## src/rtl/motion_bbox_tracker.sv

```systemverilog
// -----------------------------------------------------------------------------
// motion_bbox_tracker
//   Consumes the per-pixel motion flag stream from the motion-detection stage.
//   Builds a per-frame bounding box and motion-pixel count. A pixel is only
//   counted once it is part of a horizontal run of at least MIN_RUN motion
//   pixels. One result is published per frame for the overlay and tracking
//   logic downstream.
//
// Ports
//   CLOCK_50      in   system clock, all logic on posedge
//   reset         in   synchronous active-high reset
//   pix_valid     in   pixel strobe
//   pix_x, pix_y  in   pixel coordinate
//   pix_motion    in   motion flag for this pixel
//   result_valid  out  one-cycle pulse, result outputs updated this cycle
//   motion_found  out  count >= MIN_PIXELS for the published frame
//   bbox_x0/x1    out  leftmost / rightmost counted x (0 when !motion_found)
//   bbox_y0/y1    out  top / bottom counted y (0 when !motion_found)
//   motion_count  out  filtered motion pixels in the published frame
// -----------------------------------------------------------------------------
module motion_bbox_tracker #(
    parameter int X_W        = 9,
    parameter int Y_W        = 8,
    parameter int MIN_RUN    = 2,
    parameter int MIN_PIXELS = 64,
    parameter int CNT_W      = 17
) (
    input  logic             CLOCK_50,
    input  logic             reset,
    input  logic             pix_valid,
    input  logic [X_W-1:0]   pix_x,
    input  logic [Y_W-1:0]   pix_y,
    input  logic             pix_motion,
    output logic             result_valid,
    output logic             motion_found,
    output logic [X_W-1:0]   bbox_x0,
    output logic [X_W-1:0]   bbox_x1,
    output logic [Y_W-1:0]   bbox_y0,
    output logic [Y_W-1:0]   bbox_y1,
    output logic [CNT_W-1:0] motion_count
);

    localparam logic [1:0] ST_SYNC    = 2'd0;
    localparam logic [1:0] ST_ACCUM   = 2'd1;
    localparam logic [1:0] ST_PUBLISH = 2'd2;

    localparam int         CW1       = CNT_W + 1;
    localparam logic [3:0] RUN_SAT   = 4'd15;
    localparam logic [3:0] MIN_RUN_V = 4'(MIN_RUN);
    localparam logic [X_W-1:0]   X_ONE    = X_W'(1);
    localparam logic [X_W-1:0]   RUN_BACK = X_W'(MIN_RUN - 1);
    localparam logic [X_W-1:0]   X_EMPTY  = '1;
    localparam logic [Y_W-1:0]   Y_EMPTY  = '1;
    localparam logic [CNT_W-1:0] CNT_SAT  = '1;
    localparam logic [CW1-1:0]   MIN_PIX_V = CW1'(MIN_PIXELS);
    localparam logic [CW1-1:0]   INC_FIRST = CW1'(MIN_RUN);
    localparam logic [CW1-1:0]   INC_ONE   = CW1'(1);

    logic [1:0]       state_q,  state_d;
    logic [X_W-1:0]   last_x_q, last_x_d;
    logic [Y_W-1:0]   last_y_q, last_y_d;
    logic [3:0]       run_len_q, run_len_d;

    // Frame accumulators; empty sentinel is x0/y0 = max, x1/y1 = 0, any = 0.
    logic [X_W-1:0]   acc_x0_q, acc_x0_d, acc_x1_q, acc_x1_d;
    logic [Y_W-1:0]   acc_y0_q, acc_y0_d, acc_y1_q, acc_y1_d;
    logic [CNT_W-1:0] acc_cnt_q, acc_cnt_d;
    logic             acc_any_q, acc_any_d;

    // Published result holding registers.
    logic             found_q, found_d;
    logic [X_W-1:0]   out_x0_q, out_x0_d, out_x1_q, out_x1_d;
    logic [Y_W-1:0]   out_y0_q, out_y0_d, out_y1_q, out_y1_d;
    logic [CNT_W-1:0] out_cnt_q, out_cnt_d;

    logic             boundary, cont, counted, first_hit, found_now;
    logic [3:0]       run_new;
    logic [X_W-1:0]   x_lo, base_x0, base_x1;
    logic [Y_W-1:0]   base_y0, base_y1;
    logic [CNT_W-1:0] base_cnt;
    logic             base_any;
    logic [CW1-1:0]   cnt_sum;

    always_comb begin
        // NOTE: every _d gets its hold value first so no path infers a latch.
        state_d   = state_q;
        last_x_d  = last_x_q;
        last_y_d  = last_y_q;
        run_len_d = run_len_q;
        acc_x0_d  = acc_x0_q;
        acc_x1_d  = acc_x1_q;
        acc_y0_d  = acc_y0_q;
        acc_y1_d  = acc_y1_q;
        acc_cnt_d = acc_cnt_q;
        acc_any_d = acc_any_q;
        found_d   = found_q;
        out_x0_d  = out_x0_q;
        out_x1_d  = out_x1_q;
        out_y0_d  = out_y0_q;
        out_y1_d  = out_y1_q;
        out_cnt_d = out_cnt_q;

        boundary = pix_valid && (pix_y < last_y_q);
        cont     = pix_motion && (pix_y == last_y_q) && (pix_x == last_x_q + X_ONE);

        if (cont)
            run_new = (run_len_q == RUN_SAT) ? RUN_SAT : run_len_q + 4'd1;
        else
            run_new = pix_motion ? 4'd1 : 4'd0;

        counted = (run_new >= MIN_RUN_V);
        // The pixel that completes a run also accounts for the MIN_RUN-1
        // pixels before it; a run already past the threshold adds one.
        first_hit = counted && !(cont && (run_len_q >= MIN_RUN_V));
        x_lo      = first_hit ? pix_x - RUN_BACK : pix_x;

        // The boundary pixel is the first pixel of the new frame, so it is
        // folded into freshly emptied accumulators rather than the old ones.
        base_x0  = boundary ? X_EMPTY : acc_x0_q;
        base_x1  = boundary ? '0      : acc_x1_q;
        base_y0  = boundary ? Y_EMPTY : acc_y0_q;
        base_y1  = boundary ? '0      : acc_y1_q;
        base_cnt = boundary ? '0      : acc_cnt_q;
        base_any = boundary ? 1'b0    : acc_any_q;
        cnt_sum  = {1'b0, base_cnt} + (first_hit ? INC_FIRST : INC_ONE);

        found_now = acc_any_q && ({1'b0, acc_cnt_q} >= MIN_PIX_V);

        if (pix_valid) begin
            last_x_d  = pix_x;
            last_y_d  = pix_y;
            run_len_d = run_new;
            acc_x0_d  = base_x0;
            acc_x1_d  = base_x1;
            acc_y0_d  = base_y0;
            acc_y1_d  = base_y1;
            acc_cnt_d = base_cnt;
            acc_any_d = base_any;
            if (counted) begin
                acc_x0_d  = (x_lo  < base_x0) ? x_lo  : base_x0;
                acc_x1_d  = (pix_x > base_x1) ? pix_x : base_x1;
                acc_y0_d  = (pix_y < base_y0) ? pix_y : base_y0;
                acc_y1_d  = (pix_y > base_y1) ? pix_y : base_y1;
                acc_cnt_d = cnt_sum[CNT_W] ? CNT_SAT : cnt_sum[CNT_W-1:0];
                acc_any_d = 1'b1;
            end
        end

        case (state_q)
            ST_SYNC: begin
                if (boundary)
                    state_d = ST_ACCUM;
            end
            ST_ACCUM: begin
                if (boundary) begin
                    state_d   = ST_PUBLISH;
                    found_d   = found_now;
                    out_cnt_d = acc_cnt_q;
                    out_x0_d  = found_now ? acc_x0_q : '0;
                    out_x1_d  = found_now ? acc_x1_q : '0;
                    out_y0_d  = found_now ? acc_y0_q : '0;
                    out_y1_d  = found_now ? acc_y1_q : '0;
                end
            end
            ST_PUBLISH: state_d = ST_ACCUM;
            default:    state_d = ST_SYNC;
        endcase
    end

    // NOTE: sequential state uses <= so every flop samples the pre-edge values.
    always_ff @(posedge CLOCK_50) begin
        if (reset) begin
            state_q   <= ST_SYNC;
            last_x_q  <= '0;
            last_y_q  <= '0;
            run_len_q <= '0;
            acc_x0_q  <= X_EMPTY;
            acc_x1_q  <= '0;
            acc_y0_q  <= Y_EMPTY;
            acc_y1_q  <= '0;
            acc_cnt_q <= '0;
            acc_any_q <= 1'b0;
            found_q   <= 1'b0;
            out_x0_q  <= '0;
            out_x1_q  <= '0;
            out_y0_q  <= '0;
            out_y1_q  <= '0;
            out_cnt_q <= '0;
        end else begin
            state_q   <= state_d;
            last_x_q  <= last_x_d;
            last_y_q  <= last_y_d;
            run_len_q <= run_len_d;
            acc_x0_q  <= acc_x0_d;
            acc_x1_q  <= acc_x1_d;
            acc_y0_q  <= acc_y0_d;
            acc_y1_q  <= acc_y1_d;
            acc_cnt_q <= acc_cnt_d;
            acc_any_q <= acc_any_d;
            found_q   <= found_d;
            out_x0_q  <= out_x0_d;
            out_x1_q  <= out_x1_d;
            out_y0_q  <= out_y0_d;
            out_y1_q  <= out_y1_d;
            out_cnt_q <= out_cnt_d;
        end
    end

    assign result_valid = (state_q == ST_PUBLISH);
    assign motion_found = found_q;
    assign bbox_x0      = out_x0_q;
    assign bbox_x1      = out_x1_q;
    assign bbox_y0      = out_y0_q;
    assign bbox_y1      = out_y1_q;
    assign motion_count = out_cnt_q;

endmodule

```

## config.mk

```make
export PLATFORM = sky130hd
export DESIGN_NAME = motion_bbox_tracker
export DESIGN_NICKNAME = d
export VERILOG_FILES = /design/src/rtl/motion_bbox_tracker.sv
export SDC_FILE = /design/constraint.sdc
export NUM_CORES = 1
export LEC_CHECK = 0
export CORE_UTILIZATION = 25
export CTS_CLUSTER_DIAMETER = 80
export DETAILED_ROUTE_END_ITERATION = 10
export PLACE_DENSITY = 0.41
export RECOVER_POWER = 100
export SYNTH_ARGS = -nofsm -noshare
export SYNTH_HDL_FRONTEND = slang
export SYNTH_SLANG_ARGS = --single-unit
```

## constraint.sdc

```tcl
create_clock -name CLOCK_50 -period 11.8 [get_ports CLOCK_50]
set_input_delay 2.36 -clock CLOCK_50 [delete_from_list [all_inputs] [get_ports CLOCK_50]]
set_output_delay 2.36 -clock CLOCK_50 [all_outputs]
set_load 0.02 [all_outputs]
```

==> results.yml <==
routing:
  dr.pass1.iters: 4
  totalWireLength_um: 19600
  vias_per_cell: 4.76
  top_layer_used: "met4"
  ant_nets: 0
  vias: 5748
  post-route-drc-count: 0
  wl_met2_um: 9380
  routedWlPerCell_um: 16.3
  wl_met1_um: 9360
  drt-initial-drc-count: 269
  met3_wirelength_um: 575
sta:
  finClkSkew_ns: 0.0135
  setup_viol: 0
  timing.setup.tns_ns: 0
  rsz0062_at_grt: "false"
  post-route-min-period_ns: 8.52
  worst_hold_slack_ns: 0.448
  drv_slew: 62
  timing.fmax_mhz: 117
  worst_pin_slew_ns: 2.26
  min_period_over_period_pct: 72.2
  finalHoldViolCount: 0
  slew-limit-headroom_pct: -50.8
finish:
  drive_gt1_share_pct: 6.99
  fin_nets: 928
  diodes: 0
  area_growth_pct: 23.3
  final_cells: 1208
setup_path:
  max_stage_delay_ns: 1.60
  cp.arrival_ns: 8.81
  crit_path_start_kind: "input port"
  path_class: "in -> reg"
  path_cells: "buf_2, clkbuf_1, inv_1, a211o_1, nor2_1, clkbuf_1, nand3b_1, clkbuf_1, nand2_1, a21oi_1"
  cpMostUsedCell: "clkbuf_1"
  worst-path-max-fanout: 35
  cp-end-kind: "register"
  cp_data_required_time_ns: 12.08
  crit_slowest_cell: "clkbuf_1"
grt:
  grt_max_degree: 57
  grt_overflow: 0
  grt_first_pass_wirelength_um: 32000
  track_usage_pct: 15.3
  antenna_found_initial: 0
  first_global_vias: 5851
synthesis:
  yosysTopAreaCellShare_pct: 38.2
  syn_inst: 807
  yosysMostFrequentCell: "dfxtp_1"
  synth_ff_type: "dfxtp_1"
  synth_seq_area_share_pct: 38.2
  yosys-top-cells-count: "dfxtp_1 (127), nand2_1 (109), a21oi_1 (90), nor2_1 (74), nand3_1 (51)"
  synthesis.nets: 875
  avgSynthCellArea_um2: 8.24
  synth_cell_type_count: 69
  synth.area.top_cells: "dfxtp_1 (38%), ha_1 (8.7%), a21oi_1 (6.8%)"
  async_reset_ff_share_pct: 0
  ys_warn_count: 0
  ys_ff_latch: 127
  synth_area_mm2: 0.00665
  synth_edf_count: 0
  yosys.area.top_type: "dfxtp_1"
job:
  drv_cap: 2
clock_network:
  cts_made_buffers: 17
  cts_root_buf: "clkbuf_16"
  cts_resized: 0
  post_cts_buffers: 0
  clk_pin_slew_ns: 0.07
  worstSkewPairLatency_ns: 0.43
  cts-htree-levels: 4
  clock_path_buffers: 2
  clock_sinks: 127
  cts_hold_buffers: 0
  cts_tree: "built"
die:
  row_count: 59
  start_util_pct: 25.5
  io_pins: 74
  core_mm2: 0.0261
  die_area_mm2: 0.0273
  die_x_um: 165
  fp.dieH_um: 165
power_and_ir_drop:
  pwr_density_cell_mw_per_mm2: 126
  ir_worst_vdd_v: 0.0000671
  leakagePower_nw: 3.21
  total_power_mw: 1.04
hold_path:
  hold_class: "reg -> reg"
placed_design:
  gp_congestion: 0.821
  dpl.hpwl_um: 14000
  place_inst: 1176
  port_buffers: 73
status:
  violations: "capacitance limit, slew limit"
  status: "finished with violations"
-- flip-flops by register name (all words and copies together), names as in the netlist --
register,cells
acc_cnt_q,17
motion_count,17
acc_x0_q,9
acc_x1_q,9
bbox_x0,9
bbox_x1,9
last_x_q,9
acc_y0_q,8
acc_y1_q,8
bbox_y0,8
bbox_y1,8
last_y_q,8
run_len_q,4
state_q,2
acc_any_q,1
motion_found,1
-- worst max-delay path, delay by kind of cell --
| kind | cells | cell delay [ns] |
|---|---|---|
| buffers and inverters | 5 | 4.03 |
| AO/OA/AOI/OAI | 2 | 0.53 |
| AND/OR/NAND/NOR | 3 | 1.82 |
-- layout by cell type (no fill, tap or decap), types with 5 or more instances in the layout --
cell type | netlist | routed
mux2_2 | 8 | 8
xor2_1 | 6 | 6
a21oi_1 | 90 | 91
xnor2_1 | 13 | 13
inv_1 | 36 | 36
a31oi_1 | 8 | 8
nand4_1 | 9 | 9
nand2_1 | 109 | 109
ha_1 | 46 | 46
a21o_1 | 9 | 9
dfxtp_1 | 127 | 127
nand3_1 | 51 | 51
nor2b_1 | 10 | 10
dlygate4sd3_1 | 0 | 54
o21a_1 | 10 | 10
a211oi_1 | 6 | 6
clkdlybuf4s50_1 | 0 | 17
nor2_1 | 74 | 74
and3_1 | 6 | 6
o22a_1 | 12 | 12
nor4_1 | 7 | 7
mux2i_1 | 20 | 20
clkbuf_16 | 0 | 17
o21ai_0 | 18 | 18
buf_4 | 1 | 5
a22o_1 | 8 | 8
nor3_1 | 16 | 16
-- worst paths after layout --
kind                from         end  slack (ns)  cells after the start
min reg2reg   bbox_y1[3]  bbox_y1[3]        0.45                      2
max            pix_valid  bbox_x0[5]        3.28                     10
min           bbox_y1[3]  bbox_y1[3]        0.45                      2
max reg2reg  last_y_q[5]  bbox_x0[5]        6.72                     11
-- stage by stage --
| stage | instance area [um^2] | setup slack [ns] | util, % |
|---|---|---|---|
| 3_5_place_dp | 7670 | 4.35 | 29.4 |
| 2_1_floorplan | 6650 | 5.75 | - |
| 6_report | 8200 | 3.28 | 31.5 |
| 3_3_place_gp | 7670 | 4.49 | 29.4 |
| 4_1_cts | 8230 | 4.85 | 31.6 |
| 5_1_grt | 8200 | 2.53 | 31.5 |
-- power by group --
part	switching, mW	internal (mW)	leakage (nW)
Combinational	0.0557	0.0303	1.92
Clock	0.218	0.293	0.264
Sequential	0.00502	0.433	1.03
-- kinds of logic (layout without fill, tap and decap cells) --
group | after synthesis | after routing | synth area share [%]
xor+xnor | 19 | 19 | 2.50
flops | 127 | 127 | 38.2
fa+ha+maj | 47 | 47 | 8.95
buf+inv | 82 | 148 | 5.08
simple gates | 314 | 314 | 22.2
mux | 28 | 28 | 4.36
compound gates | 190 | 190 | 18.7
-- per-layer routing --
layer  vias up  global-route usage, %
li1       2957                      -
met5         -                      0
met1      2682                   19.5
met2        89                   25.5
met3        20                   2.62
met4         0                   5.84
-- layout make-up --
| class | count | area (um^2) |
|---|---|---|
| inverter | 36 | 135 |
| clock inverter | 14 | 135 |
| clock buffer | 18 | 429 |
| timing repair buffer | 80 | 764 |
| sequential | 127 | 2540 |
| multi-input combinational | 598 | 3780 |
| fill | 2858 | 17900 |
| tap | 335 | 419 |
No activity file was read; power rests on OpenSTA's default activity.
